File: config.mk
export PLATFORM = sky130hd
export DESIGN_NAME = bitmask_serial_scheduler
export DESIGN_NICKNAME = d
export VERILOG_FILES = /design/src/rtl/bitsim_pkg.sv /design/src/rtl/pencoder_5to3.sv /design/src/rtl/bitmask_serial_scheduler.sv
export SDC_FILE = /design/constraint.sdc
export NUM_CORES = 1
export LEC_CHECK = 0
export ABC_AREA = 1
export ABC_CLOCK_PERIOD_IN_PS = 2300
export CORE_MARGIN = 4
export CORE_UTILIZATION = 48
export DETAILED_ROUTE_END_ITERATION = 8
export PLACE_DENSITY = 0.87
export REMOVE_ABC_BUFFERS = 1
export SLEW_MARGIN = 20
export SYNTH_ARGS = -nofsm -noshare
export SYNTH_HDL_FRONTEND = slang
export SYNTH_SLANG_ARGS = --single-unit
File: constraint.sdc
create_clock -name clk -period 2.3 [get_ports clk]
set_input_delay 0.46 -clock clk [delete_from_list [all_inputs] [get_ports clk]]
set_output_delay 0.46 -clock clk [all_outputs]
set_load 0.02 [all_outputs]
File: src/rtl/bitsim_pkg.sv
// Shared types and widths for the bit-serial datapath blocks.
//   sched_state_t : scheduler FSM states
//   MASK_W        : essential-bit mask width (fixed at 5, tied to the 5-to-3 encoder)
//   SHIFT_W       : shift / beat-index width (= $clog2(MASK_W+1))
package bitsim_pkg;

    typedef enum logic {
        IDLE = 1'b0,
        RUN  = 1'b1
    } sched_state_t;

    localparam int MASK_W  = 5;
    localparam int SHIFT_W = 3;

endpackage

File: src/rtl/pencoder_5to3.sv
// 5-to-3 leading-one priority encoder, MSB first.
// Ports:
//   in  [4:0] : mask to encode
//   out [2:0] : position of leading set bit as a shift (bit4->0 ... bit0->4),
//               0 when in is all-zero
//   val       : any bit of in is set
module pencoder_5to3
    import bitsim_pkg::*;
(
    input  logic [MASK_W-1:0]  in,
    output logic [SHIFT_W-1:0] out,
    output logic               val
);

    always_comb begin
        out = '0;
        val = |in;
        if      (in[4]) out = 3'd0;
        else if (in[3]) out = 3'd1;
        else if (in[2]) out = 3'd2;
        else if (in[1]) out = 3'd3;
        else if (in[0]) out = 3'd4;
    end

endmodule

File: src/rtl/bitmask_serial_scheduler.sv
// Walks a 5-bit essential-bit mask one set bit per cycle, MSB first, and
// issues the shift for each set bit to the bit-serial shift-add PE.
// A zero mask produces a single skip beat (out_zero=1, out_last=1).
// Ports:
//   clk, rst_n   : clock, asynchronous active-low reset
//   clear        : synchronous flush back to IDLE (highest priority)
//   in_mask      : essential-bit mask, bit4 = MSB = shift 0
//   in_valid     : in_mask valid
//   in_ready     : a mask can be accepted this cycle
//   out_shift    : shift for the current beat
//   out_idx      : 0-based beat index within the current mask
//   out_zero     : current mask is all-zero (skip beat)
//   out_last     : final beat of the current mask
//   out_valid    : beat valid
//   out_ready    : PE accepts the beat
module bitmask_serial_scheduler
    import bitsim_pkg::*;
(
    input  logic               clk,
    input  logic               rst_n,
    input  logic               clear,
    input  logic [MASK_W-1:0]  in_mask,
    input  logic               in_valid,
    output logic               in_ready,
    output logic [SHIFT_W-1:0] out_shift,
    output logic [SHIFT_W-1:0] out_idx,
    output logic               out_zero,
    output logic               out_last,
    output logic               out_valid,
    input  logic               out_ready
);

    sched_state_t       state;
    logic [MASK_W-1:0]  mask_q;
    logic [SHIFT_W-1:0] idx_q;

    logic [SHIFT_W-1:0] enc_shift;
    logic               enc_val;
    logic               run;
    logic               last;
    logic               fire;
    logic               accept;
    logic [MASK_W-1:0]  mask_strip;

    pencoder_5to3 u_enc (
        .in  (mask_q),
        .out (enc_shift),
        .val (enc_val)
    );

    assign run  = (state == RUN);
    // Single-bit and zero masks both end on the current beat.
    assign last = ((mask_q & (mask_q - MASK_W'(1))) == '0);
    // Drop the bit this beat consumed.
    assign mask_strip = mask_q & ~(MASK_W'(5'b10000) >> enc_shift);

    assign out_valid = run;
    assign out_shift = run ? enc_shift : '0;
    assign out_idx   = run ? idx_q : '0;
    assign out_zero  = run && (mask_q == '0);
    assign out_last  = run && last;

    assign fire     = out_valid && out_ready;
    // Accepting on the last fire lets back-to-back masks run without a bubble.
    assign in_ready = ((state == IDLE) || (fire && last)) && !clear;
    assign accept   = in_valid && in_ready;

    always_ff @(posedge clk or negedge rst_n) begin
        if (!rst_n) begin
            state  <= IDLE;
            mask_q <= '0;
            idx_q  <= '0;
        end else if (clear) begin
            state  <= IDLE;
            mask_q <= '0;
            idx_q  <= '0;
        end else if (accept) begin
            state  <= RUN;
            mask_q <= in_mask;
            idx_q  <= '0;
        end else if (fire) begin
            if (last) begin
                state  <= IDLE;
                mask_q <= '0;
                idx_q  <= '0;
            end else begin
                mask_q <= mask_strip;
                idx_q  <= idx_q + SHIFT_W'(1);
            end
        end
    end

    // Encoder valid must agree with the zero-mask decode used for out_zero.
    a_enc_val: assert property (@(posedge clk) disable iff (!rst_n)
        enc_val == (mask_q != '0));

endmodule

==> metrics.yaml <==
sta:
  timing.final.max_slew_violations: 0
  worst_pin_slew_ns: 0.460
  fmaxAchievable_mhz: 457
  post-route-period-util_pct: 95.1
  fin_worst_hold_slack_ns: 0.513
  grt_setup_unrepaired: "no"
  timing.final.crit_period_ns: 2.19
  finalClockSkew_ns: 0.000949
  timing_hold_violations_final: 0
  timing.final.setup_violations: 0
  maxSlewHeadroom_pct: 69.3
yosys:
  syn-cell-area_um2: 666
  synth_cell_types: 20
  syn-mean-instance-area_um2: 6.93
  synth-seq-area-share_pct: 33.8
  synth.top_cell.area_share_pct: 33.8
  synth-compound-area-share_pct: 8.83
  ys_ff_latch: 9
  synthXorXnorAreaFrac_pct: 1.32
  synth.area.mux_share_pct: 0
  yosys_warnings: 0
  yosys.area_share.simple_pct: 47.0
  synth_fa_ha_area_share_pct: 1.88
  yosys.area.top_type: "sky130_fd_sc_hd__dfrtp_1"
  netlist_top_cells_area: "sky130_fd_sc_hd__dfrtp_1, sky130_fd_sc_hd__nand2_1, sky130_fd_sc_hd__inv_1, sky130_fd_sc_hd__nand3_4, sky130_fd_sc_hd__nor2_1"
  largest_family_of_logic_cells_by_synthesized_area: "simple AND/OR/NAND/NOR gates"
  syn_inst: 96
placed_design:
  routabilityCongestion: 0.843
  place_inst: 132
  port-buffer-count: 19
  detailedPlacementHpwl_um: 1290
power:
  p_leak_nw: 0.481
  power_per_cell_area_nw_per_um2: 442
  vdd_drop_max_v: 0.000351
clock_tree:
  postCtsResizedCells: 2
  worst_skew_pair.late_latency_ns: 0.26
  cts_hold_buffers: 0
  tritoncts: "yes"
  cts_setup_buffers: 0
  clock_sink_count: 9
  cts-buffers-inserted: 3
  clock-root-buffer: "sky130_fd_sc_hd__clkbuf_4"
  clkSlewWorstSetupHoldPaths_ns: 0.07
  cts-htree-levels: 1
  max-clock-path-buffers: 2
drt:
  remaining_drc_errors: 0
  drtPass1Iterations: 4
  route.detailed.vias_per_inst: 5.32
  totalWireLength_um: 1660
  antenna_violating_nets_post_route: 0
  vias: 724
  routedWlPerCell_um: 12.2
  drt_first_iter_violations: 19
floorplanning:
  top_level_ports: 20
  floorplan.die_area_um2: 2050
  initial_core_util_pct: 51.2
  core.rowCount: 13
  core_region_area_um2: 1300
  die_w_um: 45.2
  die_boundary_height_um: 45.2
setup_path:
  critical_path_peak_fanout: 7
  ff2ff_setup_slack_ns: 0.75
  crit_type: "register to output port"
  critical_path.cell_chain: "nor2_1 -> nand3_1 -> nor2_1 -> clkdlybuf4s50_1"
  worstSetupStartpointType: "register"
  crit_arrival_ns: 1.73
  critPathCaptureType: "output port"
  crit_slowest_cell: "sky130_fd_sc_hd__clkdlybuf4s50_1"
  critical_path.reg2reg.endpoint: "mask_q[0]"
  crit_path_max_incr_delay_ns: 0.60
  regToRegStartpoint: "mask_q[0]"
  worst_ep_required_time_ns: 1.84
  timing.reg2reg.worst_path_depth: 9
  most_used_cell_cp: "sky130_fd_sc_hd__nor2_1"
job:
  timing.max_cap.violations: 0
cells_and_area:
  post_route_cells_drive_above_1_share_pct: 12.4
  antennaDiodeCount: 0
  area.growth.synth_to_final_pct: 37.6
  finish.utilization_pct: 70.4
  stdcell_count: 136
  layout.filler_cells: 115
  final_nets: 133
worst_hold_path:
  worstHoldPathCells: 1
  min_delay_worst_endpoint: "idx_q[0]"
  holdCritPathClass: "register to register"
  hp-start: "idx_q[0]"
global_routing:
  number_of_antenna_violations_at_the_first_check_in_global_routing: 0
  grt_overflow: 0
  wire_length_of_the_first_global_routing_pass_um: 2710
  global_route.usage.total_pct: 18.1
  maximum_number_of_pins_on_one_net_before_global_route_repair: 11
  grt_pass1_vias: 648
status:
  outcome: "completed"
## power breakdown
group          leakage [nW]  switching [mW]  internal (mW)  total, mW
clock network        0.0150          0.0606         0.0669      0.127
registers             0.123         0.00733          0.163      0.170
logic                 0.343          0.0620         0.0450      0.107
total                 0.481           0.130          0.275      0.405
## worst max path at each step
stage               startpoint            to  slack [ns]
finish               mask_q[4]  out_shift[2]        0.11
global route         mask_q[4]  out_shift[2]       0.008
CTS                  mask_q[0]      out_zero        0.11
detailed placement   out_ready      in_ready       -0.06
global placement     out_ready      in_ready       -0.05
floorplan            out_valid  out_shift[1]        0.41
## cell usage after synthesis
cell type,count
sky130_fd_sc_hd__a21oi_4,1
sky130_fd_sc_hd__nand2_2,2
sky130_fd_sc_hd__nor2_2,2
sky130_fd_sc_hd__ha_1,1
sky130_fd_sc_hd__nor3_1,2
sky130_fd_sc_hd__o21ai_0,1
sky130_fd_sc_hd__nand3_4,2
sky130_fd_sc_hd__nand4_1,4
sky130_fd_sc_hd__nand3_1,4
sky130_fd_sc_hd__dfrtp_1,9
sky130_fd_sc_hd__a21oi_1,2
sky130_fd_sc_hd__nand2_4,2
sky130_fd_sc_hd__nor4_1,1
sky130_fd_sc_hd__nor2_1,9
sky130_fd_sc_hd__inv_4,1
sky130_fd_sc_hd__a21boi_0,1
sky130_fd_sc_hd__nand2_1,36
sky130_fd_sc_hd__xnor2_1,1
sky130_fd_sc_hd__inv_1,11
sky130_fd_sc_hd__o21ai_1,4
## area by class of cell
cell class                 count  area, µm²  share of cell area [%]
clock buffer                   4       26.3                    2.87
inverter                      12       47.5                    5.19
multi-input combinational     75        393                    42.9
sequential                     9        225                    24.6
tap                           15       18.8                    2.05
timing repair buffer          21        205                    22.4
## per-layer routing
layer | part of all wire (%) | vias to the layer above | track usage (%)
met5 | 0 | - | 0
met3 | 3.4 | 2 | 1.20
met2 | 53 | 23 | 32.8
met1 | 42 | 338 | 21.2
met4 | 1.1 | 0 | 8.77
li1 | - | 361 | -
## flip-flops by register name (all words and copies together) (netlist names)
signal     flops
idx_q          3
out_valid      1
mask_q         5
## worst max-delay path, delay by kind of cell, from the launching register on
kind | cells | cell delay (ns)
buffers and inverters | 1 | 0.60
flip-flops | 1 | 0.47
AND/OR/NAND/NOR | 3 | 0.39
## through the flow
stage	power, mW	TNS [ns]	instance area (µm²)	setup WS, ns
after global placement	0.280	-0.0457	890	-0.0457
after global routing	0.426	0	916	0.00813
after CTS	0.407	0	913	0.111
final	0.405	0	916	0.114
after detailed placement	0.283	-0.0604	890	-0.0604
after floorplan	0.229	0	666	0.412
## cells by family (layout without fill, tap and decap cells)
family	Yosys count	count (layout)
AND/OR/NAND/NOR	64	64
buffers and inverters	12	37
AO/OA/AOI/OAI	9	9
flip-flops	9	9
adder cells (fa/ha/maj)	1	1
XOR/XNOR	1	1
## placed cells by master (no fill, tap or decap), types with 2 or more instances in the layout
cell type / n
sky130_fd_sc_hd__a21oi_1: 2
sky130_fd_sc_hd__buf_4: 2
sky130_fd_sc_hd__clkbuf_4: 3
sky130_fd_sc_hd__clkdlybuf4s50_1: 16
sky130_fd_sc_hd__dfrtp_1: 9
sky130_fd_sc_hd__dlygate4sd2_1: 2
sky130_fd_sc_hd__inv_1: 11
sky130_fd_sc_hd__nand2_1: 36
sky130_fd_sc_hd__nand2_2: 2
sky130_fd_sc_hd__nand2_4: 2
sky130_fd_sc_hd__nand3_1: 4
sky130_fd_sc_hd__nand3_4: 2
sky130_fd_sc_hd__nand4_1: 4
sky130_fd_sc_hd__nor2_1: 9
sky130_fd_sc_hd__nor2_2: 2
sky130_fd_sc_hd__nor3_1: 2
sky130_fd_sc_hd__o21ai_1: 4
No activity file was read; power rests on OpenSTA's default activity.
==> RTL change 1, RTL diff (config.mk and constraints unchanged) <==
Reset style: synchronous (`rst_n`), changed in one clocked block. Comments in the files are not updated.
--- a/src/rtl/bitmask_serial_scheduler.sv
+++ b/src/rtl/bitmask_serial_scheduler.sv
@@ -67,3 +67,3 @@
 
-    always_ff @(posedge clk or negedge rst_n) begin
+    always_ff @(posedge clk) begin
         if (!rst_n) begin
Behaviour: differs if rst_n is asserted again (counterexample within 4 cycles, from zero or initial values and one cycle with rst_n low); with rst_n held inactive, the same outputs for 10 cycles.
==> RTL change 1 against the unedited design <==
Sequential power shrank 5%; hold slack gained 0.020 ns; synthesized area shrank 7.1%; cell area shrank 8.6%; wire length shrank 11%; maximum frequency grew 2.6%; sequential cell count is the same; combinational power shrank 49%; non-clock buffer count grew 1; setup slack gained 0.055 ns; first-iteration DRC count grew 37%; power shrank 14%; critical endpoint is now out_shift[1]; largest power group unchanged; highest routed layer unchanged.
==> RTL change 1: results (changes against the unedited design) <==
Gp weighted congestion -> 0.862 (+2.3%)
Htree depth -> 1 (unchanged)
Post CTS Setup Buffer Count -> 0 (unchanged)
1st-iter DRT viols -> 26 (+7)
Max stage delay on crit path -> 0.65 ns (+0.05 ns)
Dpl ws -> -0.0964 ns (-0.0360 ns)
Status -> finished clean
Top cells by area, synth -> dfxtp_1, nand2_1, nor2_1
Vias in the first global route -> 600 (-7.4%)
Largest net degree at the start of global routing -> 9 (-2)
Register area share after synthesis -> 29.1% (-4.7 points)
Routed Wire Length -> 1.47 mm (-11%)
Initial antenna violation count -> 0 (unchanged)
Static Leakage -> 0.000404 uW (-16%)
Layout fillers -> 92 (-20%)
Crit path from -> out_valid
Combinational cell fraction of total power -> 15.9% (-11 points)
DP HPWL -> 1.11 mm (-14%)
WL/cell -> 11.3 um (-7.7%)
Biggest register -> mask_q
WHS -> 0.533 ns (+0.0197 ns)
Worst Hold End -> idx_q[0]
Fin nets -> 129 (-3.0%)
RR Endpoint -> idx_q[2]
Vias per cell -> 5.08 (-4.6%)
Synth Instances -> 93 (-3.1%)
Worst VDD drop -> 0.000385 V (+9.7%)
All-Layer GR Usage -> 15.8% (-2.3 points)
Yosys cell types -> 25 (+25%)
Setup slack, reg-to-reg -> 0.79 ns (+0.04 ns)
Dpl cell area -> 805 um2 (-9.6%)
Cell-internal power -> 253 uW (-8.0%)
Max-slew headroom -> 65.9% (-3.4 points)
Synth cell count leaders -> nand2_1, nor2_1, inv_1
Fraction of layout instances using a drive strength above 1 -> 13.7% (+1.3 points)
First-pass GRT wire length -> 2.32 mm (-14%)
CTS Buffer Depth -> 2 (unchanged)
Ys async rst share -> 0% (-100 points)
Top FF cell, synth -> dfxtp_1
Critical Path AT -> 1.67 ns (-0.06 ns)
Worst Hold Class -> flip-flop to flip-flop
Clock root buffer -> clkbuf_4
FF-to-FF Start -> mask_q[1]
Hold depth -> 1 (unchanged)
CTS resizes -> 1 (-1)
Worst clock skew -> 0.00461 ns (+0.00366 ns)
Worst Min Path Start -> idx_q[0]
Sw frac -> 27.2% (-4.9 points)
Clock buffer count from CTS -> 3 (unchanged)
==> RTL change 1: changes by cell type after synthesis, moves of 2 or more <==
cell and delta:
a21oi_1 +5, dfrtp_1 -9, dfxtp_1 +9, inv_2 +2
nand2_1 -8, nand2_4 -2, nand3_1 -2, nand4_1 -2
nor2_1 +5, o21ai_1 -4
==> RTL change 1: layer usage <==
metal / track usage (%) / share of wire (%) / wire length, um / vias up
li1: - / - / - / 344
met1: 19.2 / 42 / 622 / 283
met2: 25.9 / 46 / 678 / 31
met3: 4.15 / 9.6 / 142 / 7
met4: 6.63 / 2.0 / 30 / 0
met5: 0 / 0 / 0 / -
==> RTL change 1: layout make-up <==
| cell class | instances | area (um2) | area share, % |
|---|---|---|---|
| inverters | 12 | 45.0 | 5.38 |
| well taps | 14 | 17.5 | 2.09 |
| clock buffers | 4 | 26.3 | 3.14 |
| repair buffers | 22 | 216 | 25.9 |
| multi-input cells | 70 | 349 | 41.7 |
| flip-flops and latches | 9 | 183 | 21.8 |
==> RTL change 1: cell families (layout without fill, tap and decap cells) <==
| family | count (synthesis) | count (layout) | share of synthesized area, % |
|---|---|---|---|
| AO/OA/AOI/OAI | 12 | 12 | 11.5 |
| XOR/XNOR | 1 | 1 | 1.42 |
| adder cells (fa/ha/maj) | 1 | 1 | 2.02 |
| buffers and inverters | 14 | 38 | 14.4 |
| flip-flops | 9 | 9 | 29.1 |
| AND/OR/NAND/NOR | 56 | 56 | 41.5 |
==> RTL change 1: worst max path at each step <==
stage	endpoint	slack, ns	depth (start not counted)
floorplan	out_shift[1]	0.47	2
global placement	in_ready	-0.09	8
global route	out_shift[1]	0.07	3
finish	out_shift[1]	0.17	3
detailed placement	in_ready	-0.1	8
CTS	out_shift[0]	0.02	4
==> RTL change 2, RTL diff (same flow settings) <==
Made on the original files. Change the package constant `SHIFT_W` from 3 to 5.
--- a/src/rtl/bitsim_pkg.sv
+++ b/src/rtl/bitsim_pkg.sv
@@ -12,3 +12,3 @@
     localparam int MASK_W  = 5;
-    localparam int SHIFT_W = 3;
+    localparam int SHIFT_W = 5;
 
Interface: changed (resized out_idx and out_shift); port bits go from 20 to 24. No check against the original RTL was run, so the function may have changed too.
==> RTL change 2 against the unedited design <==
Wire length is 16% higher; cell area is 16% higher; clock power is 6% higher; synthesized area is 23% higher; sequential cell count is 2 higher; non-clock buffer count is 3 higher; power is 11% higher; setup slack better by 0.017 ns.
==> RTL change 2: results (changes against the unedited design) <==
Dpl cell area -> 1030 um2 (+16%)
First-pass GRT wire length -> 3.39 mm (+25%)
Cell-internal power -> 310 uW (+13%)
IO buf count -> 21 (+2)
Vias in the first global route -> 805 (+24%)
1st-iter DRT viols -> 24 (+5)
DRT met1 WL -> 857 um (+22%)
Gp weighted congestion -> 0.836 (-0.85%)
WL/cell -> 12.1 um (-1.1%)
Dpl ws -> -0.0703 ns (-0.00984 ns)
Yosys cell types -> 24 (+20%)
Global-route met2 utilization -> 30.6% (-2.2 points)
Htree depth -> 1 (unchanged)
Worst clock skew -> 0.00377 ns (+0.00282 ns)
Slack of the critical path -> 0.131 ns (+0.0170 ns)
Worst Hold Class -> input pin to asynchronous set/reset pin
Vias per cell -> 5.26 (-1.2%)
Die Width -> 49.3 um (+8.9%)
XOR/XNOR share of the synthesized area -> 3.22% (+1.9 points)
Fraction of layout instances using a drive strength above 1 -> 11.9% (-0.51 points)
Top cells by area, synth -> dfrtp_1, nand2_1, inv_1
Critical Path AT -> 1.71 ns (-0.02 ns)
Fin nets -> 155 (+17%)
R2R depth -> 10 (+1)
Synth cell count leaders -> nand2_1, inv_1, nor2_1
Average size of a mapped cell -> 6.87 um2 (-0.98%)
Layout fillers -> 138 (+20%)
Crit path from -> mask_q[4]
Met3 GRT Util -> 3.67% (+2.5 points)
Sw Pwr -> 141 uW (+8.8%)
Worst slew pin tran -> 0.532 ns (+0.0721 ns)
Compound-Gate Fraction of Synth Area -> 8.42% (-0.41 points)
M1 GR Usage -> 20.1% (-1.1 points)
Met3 routed WL -> 103 um (+84%)
DP HPWL -> 1.47 mm (+14%)
Largest net degree at the start of global routing -> 14 (+3)
Static Leakage -> 0.000584 uW (+21%)
All-Layer GR Usage -> 17.7% (-0.41 points)
Synthesized-area fraction occupied by adder cells -> 1.53% (-0.35 points)
Met2 wire length -> 910 um (+3.5%)
Vias -> 836 (+15%)
P_seq -> 207 uW (+22%)
Placed Instances -> 155 (+17%)
Register area share after synthesis -> 33.7% (-0.14 points)
Worst VDD drop -> 0.000291 V (-17%)
FF-to-FF Start -> mask_q[3]
Status -> finished clean
-- RTL change 2: worst min-delay path by stage --
stage | startpoint | endpoint | slack [ns] | cells after the start
after floorplan | rst_n | idx_q[0] | 0.16 | 0
after global placement | idx_q[4] | idx_q[4] | 0.53 | 2
after detailed placement | idx_q[4] | idx_q[4] | 0.54 | 2
after CTS | rst_n | idx_q[1] | 0.55 | 1
after global routing | rst_n | idx_q[0] | 0.56 | 1
final | rst_n | idx_q[1] | 0.53 | 1
-- RTL change 2: final cells by class --
cell class	count	area [um2]	area share, %
Clock buffer	4	26.3	2.48
Inverter	13	48.8	4.60
Tap cell	16	20.0	1.89
Multi-Input combinational cell	91	454	42.9
Sequential cell	11	275	26.0
Timing Repair Buffer	24	235	22.2
-- RTL change 2: repair_timing --
item                                    4_1_cts  5_1_grt
hold buffers                                  0        0
gates resized for setup                       1        6
endpoints found under the setup margin        1        5
pin swaps                                     0        0
